[src/rtl/sar_search_pkg.sv]
// Shared definitions for the successive-approximation search controller:
// default data width and FSM state encoding.
package sar_search_pkg;

    localparam int SAR_N = 8;

    typedef logic [1:0] sar_state_t;

    localparam logic [1:0] ST_IDLE   = 2'd0;
    localparam logic [1:0] ST_TEST   = 2'd1;
    localparam logic [1:0] ST_VERIFY = 2'd2;
    localparam logic [1:0] ST_DONE   = 2'd3;

endpackage

[src/rtl/sar_search_if.sv]
// Request/comparator/result bundle between the search controller (master)
// and the host plus external magnitude comparator (slave).
interface sar_search_if #(
    parameter int N = 8
);
    logic         start;
    logic         cmp_lesser;
    logic         cmp_greater;
    logic         cmp_equal;
    logic [N-1:0] trial;
    logic         busy;
    logic         done;
    logic [N-1:0] result;
    logic         exact;
    logic         err;

    modport master (
        input  start, cmp_lesser, cmp_greater, cmp_equal,
        output trial, busy, done, result, exact, err
    );

    modport slave (
        output start, cmp_lesser, cmp_greater, cmp_equal,
        input  trial, busy, done, result, exact, err
    );
endinterface

[src/rtl/sar_search.sv]
// Successive-approximation search: drives trial values to a combinational
// comparator, resolves one bit per compare, and verifies the final value.
module sar_search
    import sar_search_pkg::*;
#(
    parameter int N = SAR_N
) (
    input  logic          i_clk,
    input  logic          i_rst,
    sar_search_if.master  bus
);

    localparam int IW = (N > 1) ? $clog2(N) : 1;

    sar_state_t   r_state;
    logic [N-1:0] r_acc;
    logic [IW-1:0] r_idx;
    logic [N-1:0] r_trial;
    logic [N-1:0] r_result;
    logic         r_exact;
    logic         r_err;

    logic         w_onehot;
    logic [N-1:0] w_acc_next;
    logic [N-1:0] w_one;
    logic [N-1:0] w_next_bit;

    assign w_onehot   = $onehot({bus.cmp_lesser, bus.cmp_greater, bus.cmp_equal});
    assign w_acc_next = bus.cmp_lesser ? r_trial : r_acc;
    assign w_one      = N'(1);
    // Only consumed when r_idx > 0, so the wrap at r_idx == 0 is harmless.
    assign w_next_bit = w_one << (r_idx - 1'b1);

    always_ff @(posedge i_clk) begin
        if (i_rst) begin
            r_state  <= ST_IDLE;
            r_acc    <= '0;
            r_idx    <= '0;
            r_trial  <= '0;
            r_result <= '0;
            r_exact  <= 1'b0;
            r_err    <= 1'b0;
        end else begin
            case (r_state)
                ST_IDLE: begin
                    if (bus.start) begin
                        r_acc   <= '0;
                        r_idx   <= IW'(N - 1);
                        r_trial <= w_one << (N - 1);
                        r_exact <= 1'b0;
                        r_err   <= 1'b0;
                        r_state <= ST_TEST;
                    end
                end
                ST_TEST: begin
                    if (!w_onehot) begin
                        r_err    <= 1'b1;
                        r_exact  <= 1'b0;
                        r_result <= '0;
                        r_state  <= ST_DONE;
                    end else if (bus.cmp_equal) begin
                        r_result <= r_trial;
                        r_exact  <= 1'b1;
                        r_state  <= ST_DONE;
                    end else begin
                        r_acc <= w_acc_next;
                        if (r_idx == '0) begin
                            r_trial <= w_acc_next;
                            r_state <= ST_VERIFY;
                        end else begin
                            r_idx   <= r_idx - 1'b1;
                            r_trial <= w_acc_next | w_next_bit;
                        end
                    end
                end
                ST_VERIFY: begin
                    if (!w_onehot) begin
                        r_err    <= 1'b1;
                        r_exact  <= 1'b0;
                        r_result <= '0;
                    end else begin
                        r_result <= r_acc;
                        r_exact  <= bus.cmp_equal;
                    end
                    r_state <= ST_DONE;
                end
                ST_DONE: begin
                    r_state <= ST_IDLE;
                end
                default: begin
                    r_state <= ST_IDLE;
                end
            endcase
        end
    end

    assign bus.trial  = r_trial;
    assign bus.busy   = (r_state == ST_TEST) || (r_state == ST_VERIFY);
    assign bus.done   = (r_state == ST_DONE);
    assign bus.result = r_result;
    assign bus.exact  = r_exact;
    assign bus.err    = r_err;

endmodule

[src/flat_wrapper.sv]
// flat-port wrapper written by rule: the top's interface ports become plain ports
module sar_search_flat import sar_search_pkg::*;
#(
    parameter int N = SAR_N
)
  (i_clk, i_rst, bus_start, bus_cmp_lesser, bus_cmp_greater, bus_cmp_equal, bus_trial, bus_busy, bus_done, bus_result, bus_exact, bus_err);
  sar_search_if #(.N(N)) bus_i ();
  input  logic i_clk;
  input  logic i_rst;
  input wire logic [$bits(bus_i.start)-1:0] bus_start;
  input wire logic [$bits(bus_i.cmp_lesser)-1:0] bus_cmp_lesser;
  input wire logic [$bits(bus_i.cmp_greater)-1:0] bus_cmp_greater;
  input wire logic [$bits(bus_i.cmp_equal)-1:0] bus_cmp_equal;
  output wire logic [$bits(bus_i.trial)-1:0] bus_trial;
  output wire logic [$bits(bus_i.busy)-1:0] bus_busy;
  output wire logic [$bits(bus_i.done)-1:0] bus_done;
  output wire logic [$bits(bus_i.result)-1:0] bus_result;
  output wire logic [$bits(bus_i.exact)-1:0] bus_exact;
  output wire logic [$bits(bus_i.err)-1:0] bus_err;
  assign bus_i.start = bus_start;
  assign bus_i.cmp_lesser = bus_cmp_lesser;
  assign bus_i.cmp_greater = bus_cmp_greater;
  assign bus_i.cmp_equal = bus_cmp_equal;
  assign bus_trial = bus_i.trial;
  assign bus_busy = bus_i.busy;
  assign bus_done = bus_i.done;
  assign bus_result = bus_i.result;
  assign bus_exact = bus_i.exact;
  assign bus_err = bus_i.err;
  sar_search #(.N(N)) u_core (.i_clk(i_clk), .i_rst(i_rst), .bus(bus_i));
endmodule
[config.mk]
export PLATFORM = sky130hd
export DESIGN_NAME = sar_search_flat
export DESIGN_NICKNAME = d
export VERILOG_FILES = /design/src/rtl/sar_search_pkg.sv /design/src/rtl/sar_search_if.sv /design/src/rtl/sar_search.sv /design/src/flat_wrapper.sv
export SDC_FILE = /design/constraint.sdc
export NUM_CORES = 1
export LEC_CHECK = 0
export CORE_UTILIZATION = 50
export CTS_BUF_LIST = sky130_fd_sc_hd__clkbuf_8
export DETAILED_ROUTE_END_ITERATION = 8
export GPL_TIMING_DRIVEN = 1
export PLACE_DENSITY_LB_ADDON = 0.12
export SYNTH_ARGS = -nofsm -noshare
export SYNTH_HDL_FRONTEND = slang
export SYNTH_SLANG_ARGS = --single-unit
[constraint.sdc]
create_clock -name i_clk -period 5 [get_ports i_clk]
set_input_delay 1 -clock i_clk [delete_from_list [all_inputs] [get_ports i_clk]]
set_output_delay 1 -clock i_clk [all_outputs]
set_load 0.1 [all_outputs]
==> qor.tcl <==
set qor(insertedDiodeCount) 0
set qor(final_min_period_over_clock_period_pct) 70.1
set qor(die_x_um) 60.7
set qor(cts.repair_timing.setup_buffer_count) 0
set qor(worstMarginPinSlew_ns) 0.969
set qor(worst-endpoint-arrival_ns) 3.68
set qor(total_switching_power_uw) 587
set qor(synthArstFlopShare_pct) 0
set qor(synth_compound_gate_area_share_pct) 15.2
set qor(grt_remaining_overflow) 0
set qor(synth_area_in_xor_xnor_pct) 0.508
set qor(boundaryPins) 26
set qor(p_leak_uw) 0.000809
set qor(tritoncts.num_buffers) 5
set qor(drt-vias-per-instance) 5.52
set qor(run_status) {finished, final reports clean}
set qor(detailedPlacementHpwl_mm) 2.81
set qor(max_capacitance_violation_count) 0
set qor(timing.fmax_mhz) 285
set qor(synth_top_family_by_area) {multiplexers}
set qor(first_global_vias) 1384
set qor(detail_route.iter0.violations) 98
set qor(crit_path_max_incr_delay_ns) 0.67
set qor(syn-cell-area_um2) 1720
set qor(power.internal_uw) 618
set qor(clock_tree.htree_level_count) 2
set qor(global_route_total_usage_across_every_layer_pct) 24.0
set qor(startpoint) {bus_cmp_lesser}
set qor(crit_chain) {clkdlybuf4s50_1 -> fa_1 -> nand4bb_1 -> nor3_2 -> nor3_1 -> a311oi_1}
set qor(clkSlewWorstSetupHoldPaths_ns) 0.06
set qor(start_util_pct) 54.7
set qor(tritoncts) {yes}
set qor(floorplan.die.height_um) 60.7
set qor(muxShareOfSynthArea_pct) 18.2
set qor(postCtsResizedCells) 0
set qor(seq_power_share_pct) 26.4
set qor(path_max_fanout) 11
set qor(ys_seq_elements) 31
set qor(min-delay-path-class) {reg2reg}
set qor(fp-row-count) 20
set qor(ys_seq_area_share_pct) 36.0
set qor(mappedNetlistNets) 210
set qor(syn_area_per_cell_um2) 8.93
set qor(gp_routability_congestion) 0.898
set qor(grt_first_pass_wirelength_mm) 6.53
set qor(drc_errors) 0
set qor(finalSetupTns_ns) 0
set qor(synth-warning-count) 0
set qor(rr_startpoint) {u_core.r_state[1]}
set qor(worstSetupEndpointType) {flip-flop}
set qor(min-delay-start) {u_core.r_acc[0]}
set qor(timing.max_slew.rel_slack_pct) 35.2
set qor(critPathRequiredTime_ns) 5.18
set qor(drt_pass1_iterations) 4
set qor(timing.clock.skew_ns) 0.00467
set qor(yosys.area_share.simple_pct) 17.1
set qor(filler_cells_inserted) 276
set qor(port-buffer-count) 25
set qor(unrepaired_setup_endpoints_after_global_routing) {no}
set qor(period_needed_ns) 3.50
set qor(fraction_of_power_consumed_by_the_clock_network_pct) 16.6
set qor(cell_at_the_slowest_stage_of_the_critical_path) {sky130_fd_sc_hd__clkdlybuf4s50_1}
set qor(hold_violations) 0
set qor(setup_violations) 0
set qor(start_kind) {input pin}
set qor(wl_mm) 3.74
set qor(hold-worst-slack_ns) 0.472
set qor(ys.flop_type) {sky130_fd_sc_hd__dfxtp_1}
set qor(setup.worst_path.class) {in2reg}
set qor(totalPowerFinal_uw) 1200
set qor(worst_skew_pair.late_latency_ns) 0.28
set qor(yosys.area_share.adder_pct) 8.42
set qor(cts_sinks) 31
set qor(synth_edf_count) 0
set qor(design.core.area_um2) 3150
set qor(antenna_found_initial) 0
set qor(grt_max_degree) 18
set qor(post_synth_num_cell_types) 37
set qor(route.detailed.wl_per_inst_um) 14.4
set qor(swShare_pct) 48.7
set qor(area.growth.synth_to_final_pct) 20.6
set qor(power_per_cell_area_nw_per_um2) 579
set qor(final_nets) 233
set qor(cts-root-buf) {sky130_fd_sc_hd__clkbuf_8}
set qor(detail-route-antenna-nets) 0
set qor(gate_count_post_synth) 193
set qor(combPwrFrac_pct) 57.0
set qor(kind_of_cell_adding_the_most_delay_to_the_critical_path) {simple AND/OR/NAND/NOR gates}
set qor(timing.critical_path.buf_inv) 1
set qor(cts_hold_buf) 0
set qor(report.final.slew_viol_count) 0
set qor(drive_gt1_share_pct) 7.41
set qor(power.ir.vdd_worst_mv) 0.440
set qor(cts.path.max_buffers) 2
set qor(total_die_area_um2) 3690
set qor(total_number_of_vias) 1436
==> path summary, 6_finish.rpt <==
kind / end / cells past startpoint / slack [ns]
worst max-delay path: u_core.r_idx[1] / 6 / 1.50
worst min-delay path: u_core.r_acc[0] / 2 / 0.47
worst max register to register: u_core.r_idx[1] / 6 / 2.42
worst min register to register: u_core.r_acc[0] / 2 / 0.47
==> power by group through the flow <==
| stage | Sequential, uW | Clock (uW) | Combinational, uW |
|---|---|---|---|
| 2_1_floorplan | 406 | 0 | 475 |
| 3_3_place_gp | 322 | 0 | 672 |
| 3_5_place_dp | 323 | 0 | 683 |
| 4_1_cts | 317 | 202 | 686 |
| 5_1_grt | 324 | 214 | 740 |
| 6_report | 318 | 200 | 687 |
==> stage by stage <==
| step | utilization (%) | setup slack [ns] | area, um^2 | std cells |
|---|---|---|---|---|
| global placement | 63.2 | 1.40 | 1990 | 253 |
| floorplan | - | 2.45 | 1720 | 193 |
| CTS | 66.0 | 1.53 | 2080 | 260 |
| global route | 66.0 | 1.33 | 2080 | 260 |
| detailed placement | 63.2 | 1.26 | 1990 | 253 |
| finish | 66.0 | 1.50 | 2080 | 260 |
==> worst min-delay path, stage by stage, from the launching register on <==
cell	delay [ns]
sky130_fd_sc_hd__dfxtp_1	0.32
sky130_fd_sc_hd__nand2_1	0.06
sky130_fd_sc_hd__a21oi_1	0.05
==> final cells by class <==
type	count	area, um^2	share of cell area (%)
tap	44	55.1	2.65
clock inverter	1	5.00	0.241
multi-input combinational	143	1020	49.3
clock buffer	6	82.6	3.97
inverter	9	33.8	1.62
sequential	31	621	29.8
timing repair buffer	26	258	12.4
==> cells in the mapped netlist (5+ instances only) <==
library cell / instances / area (um^2)
sky130_fd_sc_hd__nor2b_1: 6 / 37.5
sky130_fd_sc_hd__nand2_1: 8 / 30.0
sky130_fd_sc_hd__ha_1: 10 / 125
sky130_fd_sc_hd__mux2i_1: 28 / 280
sky130_fd_sc_hd__nand3_1: 6 / 30.0
sky130_fd_sc_hd__dfxtp_1: 31 / 621
sky130_fd_sc_hd__inv_1: 9 / 33.8
sky130_fd_sc_hd__o21ai_0: 8 / 40.0
sky130_fd_sc_hd__nor3_1: 5 / 25.0
sky130_fd_sc_hd__clkbuf_1: 6 / 22.5
sky130_fd_sc_hd__a21oi_1: 13 / 65.1
sky130_fd_sc_hd__nor2_1: 28 / 105
==> logic make-up after synthesis <==
family	after synthesis
AO/OA/AOI/OAI	38
XOR/XNOR	1
adder cells (fa/ha/maj)	11
buffers and inverters	19
flip-flops	31
multiplexers	31
AND/OR/NAND/NOR	62
==> registers in the layout (all words and copies together) (netlist names) <==
| name | flops |
|---|---|
| u_core.r_idx | 3 |
| u_core.bus.result | 8 |
| u_core.bus.err | 1 |
| u_core.bus.exact | 1 |
| u_core.bus.trial | 8 |
| u_core.r_state | 2 |
| u_core.r_acc | 8 |
==> cell usage in the layout, fill, tap and decap left out, drive strengths merged, types with 9 or more instances in the layout <==
| cell | Yosys | routed |
|---|---|---|
| mux2i | 28 | 28 |
| nor2 | 28 | 28 |
| o21ai | 9 | 9 |
| dfxtp | 31 | 31 |
| ha | 10 | 10 |
| a21oi | 14 | 14 |
| inv | 9 | 9 |
| nand2 | 9 | 9 |
| clkdlybuf4s50 | 0 | 25 |
==> routing by layer <==
layer / up-vias / track usage, % / part of all wire (%)
li1: 722 / - / -
met1: 658 / 33.6 / 49
met2: 49 / 36.9 / 45
met3: 7 / 3.84 / 4.4
met4: 0 / 9.74 / 1.4
met5: - / 0 / 0
Power figures use the tool's default switching activity.
